==> config.mk <==
export PLATFORM = sky130hd
export DESIGN_NAME = mod_button_gesture_flat
export DESIGN_NICKNAME = d
export VERILOG_FILES = /design/src/rtl/mod_button_gesture_if.sv /design/src/rtl/mod_button_gesture.sv /design/src/flat_wrapper.sv
export SDC_FILE = /design/constraint.sdc
export NUM_CORES = 1
export LEC_CHECK = 0
export BUFFER_PORTS_ARGS = -buffer_cell sky130_fd_sc_hd__buf_2
export CAP_MARGIN = 20
export CORE_MARGIN = 1
export CORE_UTILIZATION = 50
export DETAILED_ROUTE_END_ITERATION = 10
export GPL_TIMING_DRIVEN = 0
export HOLD_SLACK_MARGIN = 0.03
export PLACE_DENSITY = 0.68
export SLEW_MARGIN = 20
export SYNTH_ARGS = -nofsm -noshare
export SYNTH_HDL_FRONTEND = slang
export SYNTH_SLANG_ARGS = --single-unit
==> constraint.sdc <==
create_clock -name clk_i -period 3.9 [get_ports clk_i]
set_input_delay 0 -clock clk_i [delete_from_list [all_inputs] [get_ports clk_i]]
set_output_delay 0 -clock clk_i [all_outputs]
set_load 0.1 [all_outputs]
==> src/rtl/mod_button_gesture_if.sv <==
// Signal bundle between the button debouncer / UI logic and mod_button_gesture.
// slave is the gesture classifier's view; master is the driver/observer view.
`timescale 1ns/1ps
interface mod_button_gesture_if;
    logic press_i;
    logic chg_i;
    logic click_o;
    logic dbl_o;
    logic long_o;
    logic rpt_o;
    logic held_o;
    logic busy_o;

    modport master (
        output press_i, chg_i,
        input  click_o, dbl_o, long_o, rpt_o, held_o, busy_o
    );

    modport slave (
        input  press_i, chg_i,
        output click_o, dbl_o, long_o, rpt_o, held_o, busy_o
    );
endinterface

==> src/rtl/mod_button_gesture.sv <==
// Classifies debounced button press/release pulses into click, double-click,
// long-press and auto-repeat events using one shared cycle counter.
`timescale 1ns/1ps
module mod_button_gesture #(
    parameter int unsigned LONG_CYC    = 1_000_000,
    parameter int unsigned DBL_GAP_CYC = 250_000,
    parameter int unsigned REPEAT_CYC  = 100_000,
    parameter bit          DBL_EN      = 1'b1,
    parameter int unsigned CNT_W       = 24
) (
    input logic                 clk_i,
    input logic                 rst_ni,
    mod_button_gesture_if.slave bus
);

    typedef enum logic [2:0] {
        ST_IDLE,
        ST_PRESS1,
        ST_REL1,
        ST_LONG,
        ST_WAIT_REL
    } state_e;

    localparam logic [CNT_W-1:0] CNT_ONE  = CNT_W'(1);
    localparam logic [CNT_W-1:0] LONG_LAST = CNT_W'(LONG_CYC - 1);
    localparam logic [CNT_W-1:0] GAP_LAST  = CNT_W'(DBL_GAP_CYC - 1);
    localparam logic [CNT_W-1:0] RPT_LAST  = CNT_W'((REPEAT_CYC == 0) ? 0 : REPEAT_CYC - 1);
    localparam bit               RPT_EN    = (REPEAT_CYC != 0);

    state_e           state_q, state_d;
    logic [CNT_W-1:0] cnt_q, cnt_d;
    logic             click_q, click_d;
    logic             dbl_q, dbl_d;
    logic             long_q, long_d;
    logic             rpt_q, rpt_d;
    logic             held_q, held_d;
    logic             busy_q, busy_d;

    logic press;
    logic rel;

    assign press = bus.press_i;
    assign rel   = bus.chg_i & ~bus.press_i;

    always_comb begin
        // NOTE: every signal gets a default before the case so no path leaves one unassigned (no latches).
        state_d = state_q;
        cnt_d   = cnt_q + CNT_ONE;
        click_d = 1'b0;
        dbl_d   = 1'b0;
        long_d  = 1'b0;
        rpt_d   = 1'b0;

        unique case (state_q)
            ST_IDLE: begin
                cnt_d = '0;
                if (press) state_d = ST_PRESS1;
            end
            ST_PRESS1: begin
                // Release on the threshold cycle is still a short press.
                if (rel) begin
                    cnt_d = '0;
                    if (DBL_EN) begin
                        state_d = ST_REL1;
                    end else begin
                        state_d = ST_IDLE;
                        click_d = 1'b1;
                    end
                end else if (cnt_q == LONG_LAST) begin
                    state_d = ST_LONG;
                    cnt_d   = '0;
                    long_d  = 1'b1;
                end
            end
            ST_REL1: begin
                if (press) begin
                    state_d = ST_WAIT_REL;
                    cnt_d   = '0;
                    dbl_d   = 1'b1;
                end else if (cnt_q == GAP_LAST) begin
                    state_d = ST_IDLE;
                    cnt_d   = '0;
                    click_d = 1'b1;
                end
            end
            ST_LONG: begin
                // With repeat disabled the counter parks at zero instead of running free.
                if (!RPT_EN) cnt_d = '0;
                if (rel) begin
                    state_d = ST_IDLE;
                    cnt_d   = '0;
                end else if (RPT_EN && cnt_q == RPT_LAST) begin
                    cnt_d = '0;
                    rpt_d = 1'b1;
                end
            end
            ST_WAIT_REL: begin
                cnt_d = '0;
                if (rel) state_d = ST_IDLE;
            end
            default: begin
                state_d = ST_IDLE;
                cnt_d   = '0;
            end
        endcase

        held_d = (state_d == ST_PRESS1) || (state_d == ST_LONG) || (state_d == ST_WAIT_REL);
        busy_d = (state_d != ST_IDLE);
    end

    always_ff @(posedge clk_i or negedge rst_ni) begin
        if (!rst_ni) begin
            state_q <= ST_IDLE;
            cnt_q   <= '0;
            click_q <= 1'b0;
            dbl_q   <= 1'b0;
            long_q  <= 1'b0;
            rpt_q   <= 1'b0;
            held_q  <= 1'b0;
            busy_q  <= 1'b0;
        end else begin
            // NOTE: non-blocking so every flop samples the pre-edge values of the others.
            state_q <= state_d;
            cnt_q   <= cnt_d;
            click_q <= click_d;
            dbl_q   <= dbl_d;
            long_q  <= long_d;
            rpt_q   <= rpt_d;
            held_q  <= held_d;
            busy_q  <= busy_d;
        end
    end

    assign bus.click_o = click_q;
    assign bus.dbl_o   = dbl_q;
    assign bus.long_o  = long_q;
    assign bus.rpt_o   = rpt_q;
    assign bus.held_o  = held_q;
    assign bus.busy_o  = busy_q;

endmodule

==> src/flat_wrapper.sv <==
// flat-port wrapper written by rule: the top's interface ports become plain ports
module mod_button_gesture_flat 
#(
    parameter int unsigned LONG_CYC    = 1_000_000,
    parameter int unsigned DBL_GAP_CYC = 250_000,
    parameter int unsigned REPEAT_CYC  = 100_000,
    parameter bit          DBL_EN      = 1'b1,
    parameter int unsigned CNT_W       = 24
)
  (clk_i, rst_ni, bus_press_i, bus_chg_i, bus_click_o, bus_dbl_o, bus_long_o, bus_rpt_o, bus_held_o, bus_busy_o);
  mod_button_gesture_if bus_i ();
  input logic clk_i;
  input logic rst_ni;
  input wire logic [$bits(bus_i.press_i)-1:0] bus_press_i;
  input wire logic [$bits(bus_i.chg_i)-1:0] bus_chg_i;
  output wire logic [$bits(bus_i.click_o)-1:0] bus_click_o;
  output wire logic [$bits(bus_i.dbl_o)-1:0] bus_dbl_o;
  output wire logic [$bits(bus_i.long_o)-1:0] bus_long_o;
  output wire logic [$bits(bus_i.rpt_o)-1:0] bus_rpt_o;
  output wire logic [$bits(bus_i.held_o)-1:0] bus_held_o;
  output wire logic [$bits(bus_i.busy_o)-1:0] bus_busy_o;
  assign bus_i.press_i = bus_press_i;
  assign bus_i.chg_i = bus_chg_i;
  assign bus_click_o = bus_i.click_o;
  assign bus_dbl_o = bus_i.dbl_o;
  assign bus_long_o = bus_i.long_o;
  assign bus_rpt_o = bus_i.rpt_o;
  assign bus_held_o = bus_i.held_o;
  assign bus_busy_o = bus_i.busy_o;
  mod_button_gesture #(.LONG_CYC(LONG_CYC), .DBL_GAP_CYC(DBL_GAP_CYC), .REPEAT_CYC(REPEAT_CYC), .DBL_EN(DBL_EN), .CNT_W(CNT_W)) u_core (.clk_i(clk_i), .rst_ni(rst_ni), .bus(bus_i));
endmodule
# ---- After elaboration in Yosys (flattened, before gate mapping)
# Cells that the tools add are included.
dict set report totals {
  reg_bits 33
  latchBits 0
  mem_bits_rw 0
  rom_bits 0
  inputBits 4
  output_inout_bits 6
  word_cells 51
  memories 0
}
dict set report op_classes {
  n_addsub 1
  mul 0
  n_div 0
  n_lt_le_gt_ge 0
  eq_ne 10
  n_shift 0
  muxes 25
  bitwise 2
  reduce_logical 5
}
# operator count
set op_table {}
lappend op_table {{24-bit two-way mux} 6}
lappend op_table {{24-bit one-hot mux with 3 select lines} 1}
lappend op_table {{24-bit by 1-bit adder with 24-bit output, second input constant} 1}
lappend op_table {{24-bit by 17-bit equality test with 1-bit output, second input constant} 1}
lappend op_table {{24-bit by 18-bit equality test with 1-bit output, second input constant} 1}
lappend op_table {{24-bit by 20-bit equality test with 1-bit output, second input constant} 1}
lappend op_table {{3-bit two-way mux} 6}
lappend op_table {{3-bit one-hot mux with 4 select lines} 1}
lappend op_table {{1-bit two-way mux} 11}
lappend op_table {{3-bit by 2-bit equality test with 1-bit output, second input constant} 3}
lappend op_table {{3-bit by 1-bit equality test with 1-bit output, second input constant} 2}
lappend op_table {{3-bit equality test, second input constant} 2}
lappend op_table {{3-bit logical NOT} 1}
lappend op_table {{3-bit nonzero test} 1}
lappend op_table {{1-bit logical OR} 2}
lappend op_table {{2-bit OR reduction} 1}
lappend op_table {{1-bit bitwise AND} 1}
lappend op_table {{1-bit NOT} 1}

# ---- Longest topological paths before layout
dict set report depth {
  ltp_word 7
  ltp_mapped 8
}

# ---- Least setup slack after synthesis
# No wires, ideal clock.
dict set report synth_timing {
  path_type {reg2reg}
  from {register u_core.cnt_q[0]}
  to {register u_core.cnt_q[15]}
  setup_time_ns 0.119
  t_arrival_ns 1.763
  setup_slack_ns 2.018
  stages_incl_launch_ff 9
  synth_period_minus_slack_ns 1.882
  cell_sequence {dfrtp_1 ha_1 and3_1 buf_2 nand4_1 nor4_1 o221a_2 buf_6 nor2_1}
}
dict set report synth_between {
  elab_chain_len 4
  elab_cells_between_ends 11
  cone_classes {1 x add/sub; 3 x eq/ne; 7 x mux}
}
# item line_no
set synth_rtl {}
lappend synth_rtl {{from (decl)} mod_button_gesture.sv:31} ;# logic [CNT_W-1:0] cnt_q, cnt_d;
lappend synth_rtl {{from (signal assigned)} mod_button_gesture.sv:124} ;# cnt_q <= cnt_d;
lappend synth_rtl {{24-bit by 1-bit adder with 24-bit output, or another cell as far along} mod_button_gesture.sv:48} ;# cnt_d = cnt_q + CNT_ONE;
lappend synth_rtl {{24-bit two-way mux (on tied branches)} {mod_button_gesture.sv:92, mod_button_gesture.sv:80, mod_button_gesture.sv:69}}
lappend synth_rtl {{24-bit two-way mux (on tied branches)} {mod_button_gesture.sv:89, mod_button_gesture.sv:76, mod_button_gesture.sv:61}}
lappend synth_rtl {{24-bit one-hot mux with 3 select lines *} mod_button_gesture.sv:54} ;# unique case (state_q)
lappend synth_rtl {{net u_core.cnt_d[15]} mod_button_gesture.sv:31}
# Mark *: on every way through the listed nets, which the timed path passes. The rest lies on a longest branch.

# ---- Final worst setup path
dict set report layout_timing {
  from {register u_core.cnt_q[0]}
  to {register u_core.cnt_q[7]}
}
# Same word-level chain as after synthesis.

==> flow_summary_export.csv <==
group,metric,value,unit
setup_path,path_max_fanout,10,
setup_path,critPathLaunchType,"flip-flop",
place,hpwlAfterDp,2310,microns
drt,drc,0,
clocking,cts_resized,0,
yosys,synth_top_cells_by_area,"dfrtp_1 (50%), nor2_1 (7.2%), xor2_1 (6.8%)",
timing,finClkSkew,10.1,ps
setup_path,crit_chain,"ha_1, and3_1, buf_2, nand4_1, nor4_1, o221a_2, buf_6, nor2_1",
yosys,synth_seq_area_share,0.495,
drt,drt_iter0_markers,47,
setup_path,worstSetupPathType,"flip-flop to flip-flop",
timing,relSlewSlack,0.529,
floorplanning,num_rows,20,
floorplanning,ios,10,
hold_path,hp-class,"primary input to async pin",
drt,wl_per_cell,14.1,microns
place,place_congestion,0.823,
finish,final_core_utilization,0.597,
timing,setup_tns,0,ps
clocking,clock_latency,340,ps
yosys,yosys.area.top_type,"dfrtp_1",
clocking,cts_tree,"yes",
global_routing,grt_max_degree,34,
clocking,clock-sinks,33,
timing,finalCritPeriodShare,0.623,
finish,syn_to_final_growth,11.1,%
timing,hold_viol,0,
drt,vias,1238,
global_routing,gr-total-overflow,0,
finish,drive_gt1_frac,0.139,
finish,fillerInstances,282,
floorplanning,fp.dieW,59.8,microns
power,fin_total_pwr,0.910,mW
setup_path,cp_top_family,"simple AND/OR/NAND/NOR gates",
yosys,yosys_warnings,0,
timing,finalCriticalPeriod,2430,ps
clocking,cts_buffers,5,
drt,postRouteAntennaNets,0,
place,io_buffers,9,
setup_path,end_kind,"flip-flop",
global_routing,grt_pass1_vias,1146,
setup_path,cp_slowest_stage_delay,500,ps
setup_path,path_buf_inv,2,
drt,drt-vias-per-instance,5.36,
timing,finalSetupViolations,0,
power,p_leak,0.788,nW
yosys,ys_types,32,
floorplanning,die_h,59.8,microns
flow_run,cap_violations,0,
setup_path,crit_slowest_cell,"nor4_1",
yosys,syn_area,1670,sq um
yosys,syn_inst,167,
clocking,clk_pin_slew,110,ps
drt,postRouteWirelength,3260,microns
power,peakVddDrop,0.000354,V
timing,worst_pin_slew,707,ps
setup_path,crit_arrival,2660,ps
global_routing,grt_pass1_wl,5490,microns
floorplanning,dieArea,3570,sq um
yosys,syn_nets,172,
run_status,outcome,"finished clean",
yosys,yosys.area.top_type_share,0.495,
global_routing,antenna_found_initial,0,
timing,max_freq,0.411,GHz
timing,final_max_slew_viol_count,0,
floorplanning,start_util,0.538,
clocking,htree_levels,2,
timing,holdWs,227,ps
finish,antenna_cells,0,
global_routing,grt_use_total,0.215,
clocking,cts-root-buf,"clkbuf_4",
setup_path,cp.required,4130,ps
floorplanning,core,3100,sq um
yosys,syn_area_per_cell,9.99,sq um
clocking,ctsLongestPathBuffers,2,
power,powerDensity,491,nW/um^2
yosys,ys_ff_latch,33,
drt,drt-pass1-iter-count,4,
timing,grt_setup_unrepaired,"no",
finish,layout.nets,191,
-- per-stage QoR --
| stage | area (sq um) | cells | setup WS (ps) |
|---|---|---|---|
| final | 1850 | 231 | 1470 |
| after global routing | 1850 | 231 | 1300 |
| after CTS | 1850 | 231 | 1530 |
| after detailed placement | 1770 | 220 | 1550 |
| after global placement | 1770 | 220 | 1690 |
| after floorplan | 1670 | 167 | 2020 |
-- layout by cell type (no fill, tap or decap), types with 2 or more instances in the layout --
master / instances
nand3_1: 9
xor2_1: 13
nor3b_1: 2
buf_6: 3
a21oi_1: 2
nand4_1: 11
dlygate4sd3_1: 3
dfrtp_1: 33
clkbuf_1: 2
and2_1: 2
nor3_1: 4
clkbuf_4: 5
nor2b_1: 5
nor2_1: 32
or3_1: 2
nor4_1: 3
buf_2: 11
and4_1: 5
clkinv_2: 2
nand2b_1: 3
and3_1: 3
xnor2_1: 10
nand4b_1: 3
o21ai_0: 2
nand2_1: 6
-- cell usage after synthesis, drive strengths merged --
library cell	count
o211a	1
a21oi	2
nand2	6
and2	2
dfrtp	33
inv	1
or3	2
xnor2	10
or4	1
o31ai	1
nand2b	3
nor3	4
nor2	32
ha	1
or2	2
nor2b	5
nor4	4
nand4b	3
o221a	1
nor3b	2
o21ai	3
xor2	13
nand3	9
buf	5
and3	3
clkbuf	2
and4	5
nand4	11
-- cells by family (layout without fill, tap and decap cells) --
group / count (synthesis) / count (layout) / share of synthesized area
AO/OA/AOI/OAI: 8 / 8 / 0.0345
XOR/XNOR: 23 / 23 / 0.121
adder cells (fa/ha/maj): 1 / 1 / 0.00750
buffers and inverters: 8 / 28 / 0.0330
flip-flops: 33 / 33 / 0.495
AND/OR/NAND/NOR: 94 / 94 / 0.309
-- final cells by class --
cell class                 count  area (sq um)  area share
clock inverter                 3          17.5     0.00945
buffer                         7          51.3      0.0277
sequential                    33           826       0.446
clock buffer                   5          37.5      0.0203
timing repair buffer          12          75.1      0.0405
tap                           44          55.1      0.0297
multi-input combinational    126           787       0.425
inverter                       1          3.75     0.00203
-- worst register-to-register path: stages, from the launching register on --
cell and delay [ps]:
dfrtp_1 390, ha_1 220, and3_1 170, buf_2 200, nand4_1 210, nor4_1 510
o221a_2 400, buf_6 180, nor2_1 60
-- state kept, by name, summed over array words and instances, names as in the netlist --
signal and flops:
u_core.bus.click_o 1, u_core.bus.dbl_o 1, u_core.bus.rpt_o 1, u_core.bus.held_o 1, u_core.bus.busy_o 1, u_core.bus.long_o 1, u_core.cnt_q 24, u_core.state_q 3
-- power by group --
group	leakage, nW	total, mW	switching (mW)	internal [mW]
Combinational	0.308	0.313	0.218	0.0954
Sequential	0.449	0.410	0.0327	0.377
Clock	0.0310	0.186	0.119	0.0678
-- worst paths after layout --
check | from | endpoint | slack [ps] | cells after the start
worst max-delay path | u_core.cnt_q[0] | u_core.cnt_q[7] | 1470 | 8
worst min-delay path | rst_ni | u_core.cnt_q[15] | 230 | 2
worst max register to register | u_core.cnt_q[0] | u_core.cnt_q[7] | 1470 | 8
worst min register to register | u_core.cnt_q[0] | u_core.cnt_q[0] | 480 | 1
max in group asynchronous | rst_ni | u_core.state_q[2] | 3210 | 2
min in group clk_i | u_core.cnt_q[0] | u_core.cnt_q[0] | 480 | 1
-- timing repair --
item | CTS | global route
hold endpoints to repair | 37 | 0
buffers inserted | 0 | 0
hold buffers | 3 | 0
-- layer usage --
metal  wire (microns)  vias up  GRT usage
li1                 -      621          -
met5                0        -          0
met2             1520       21      0.317
met4               70        0     0.0997
met1             1570      588      0.288
met3              106        8     0.0671
Power figures use the tool's default switching activity.
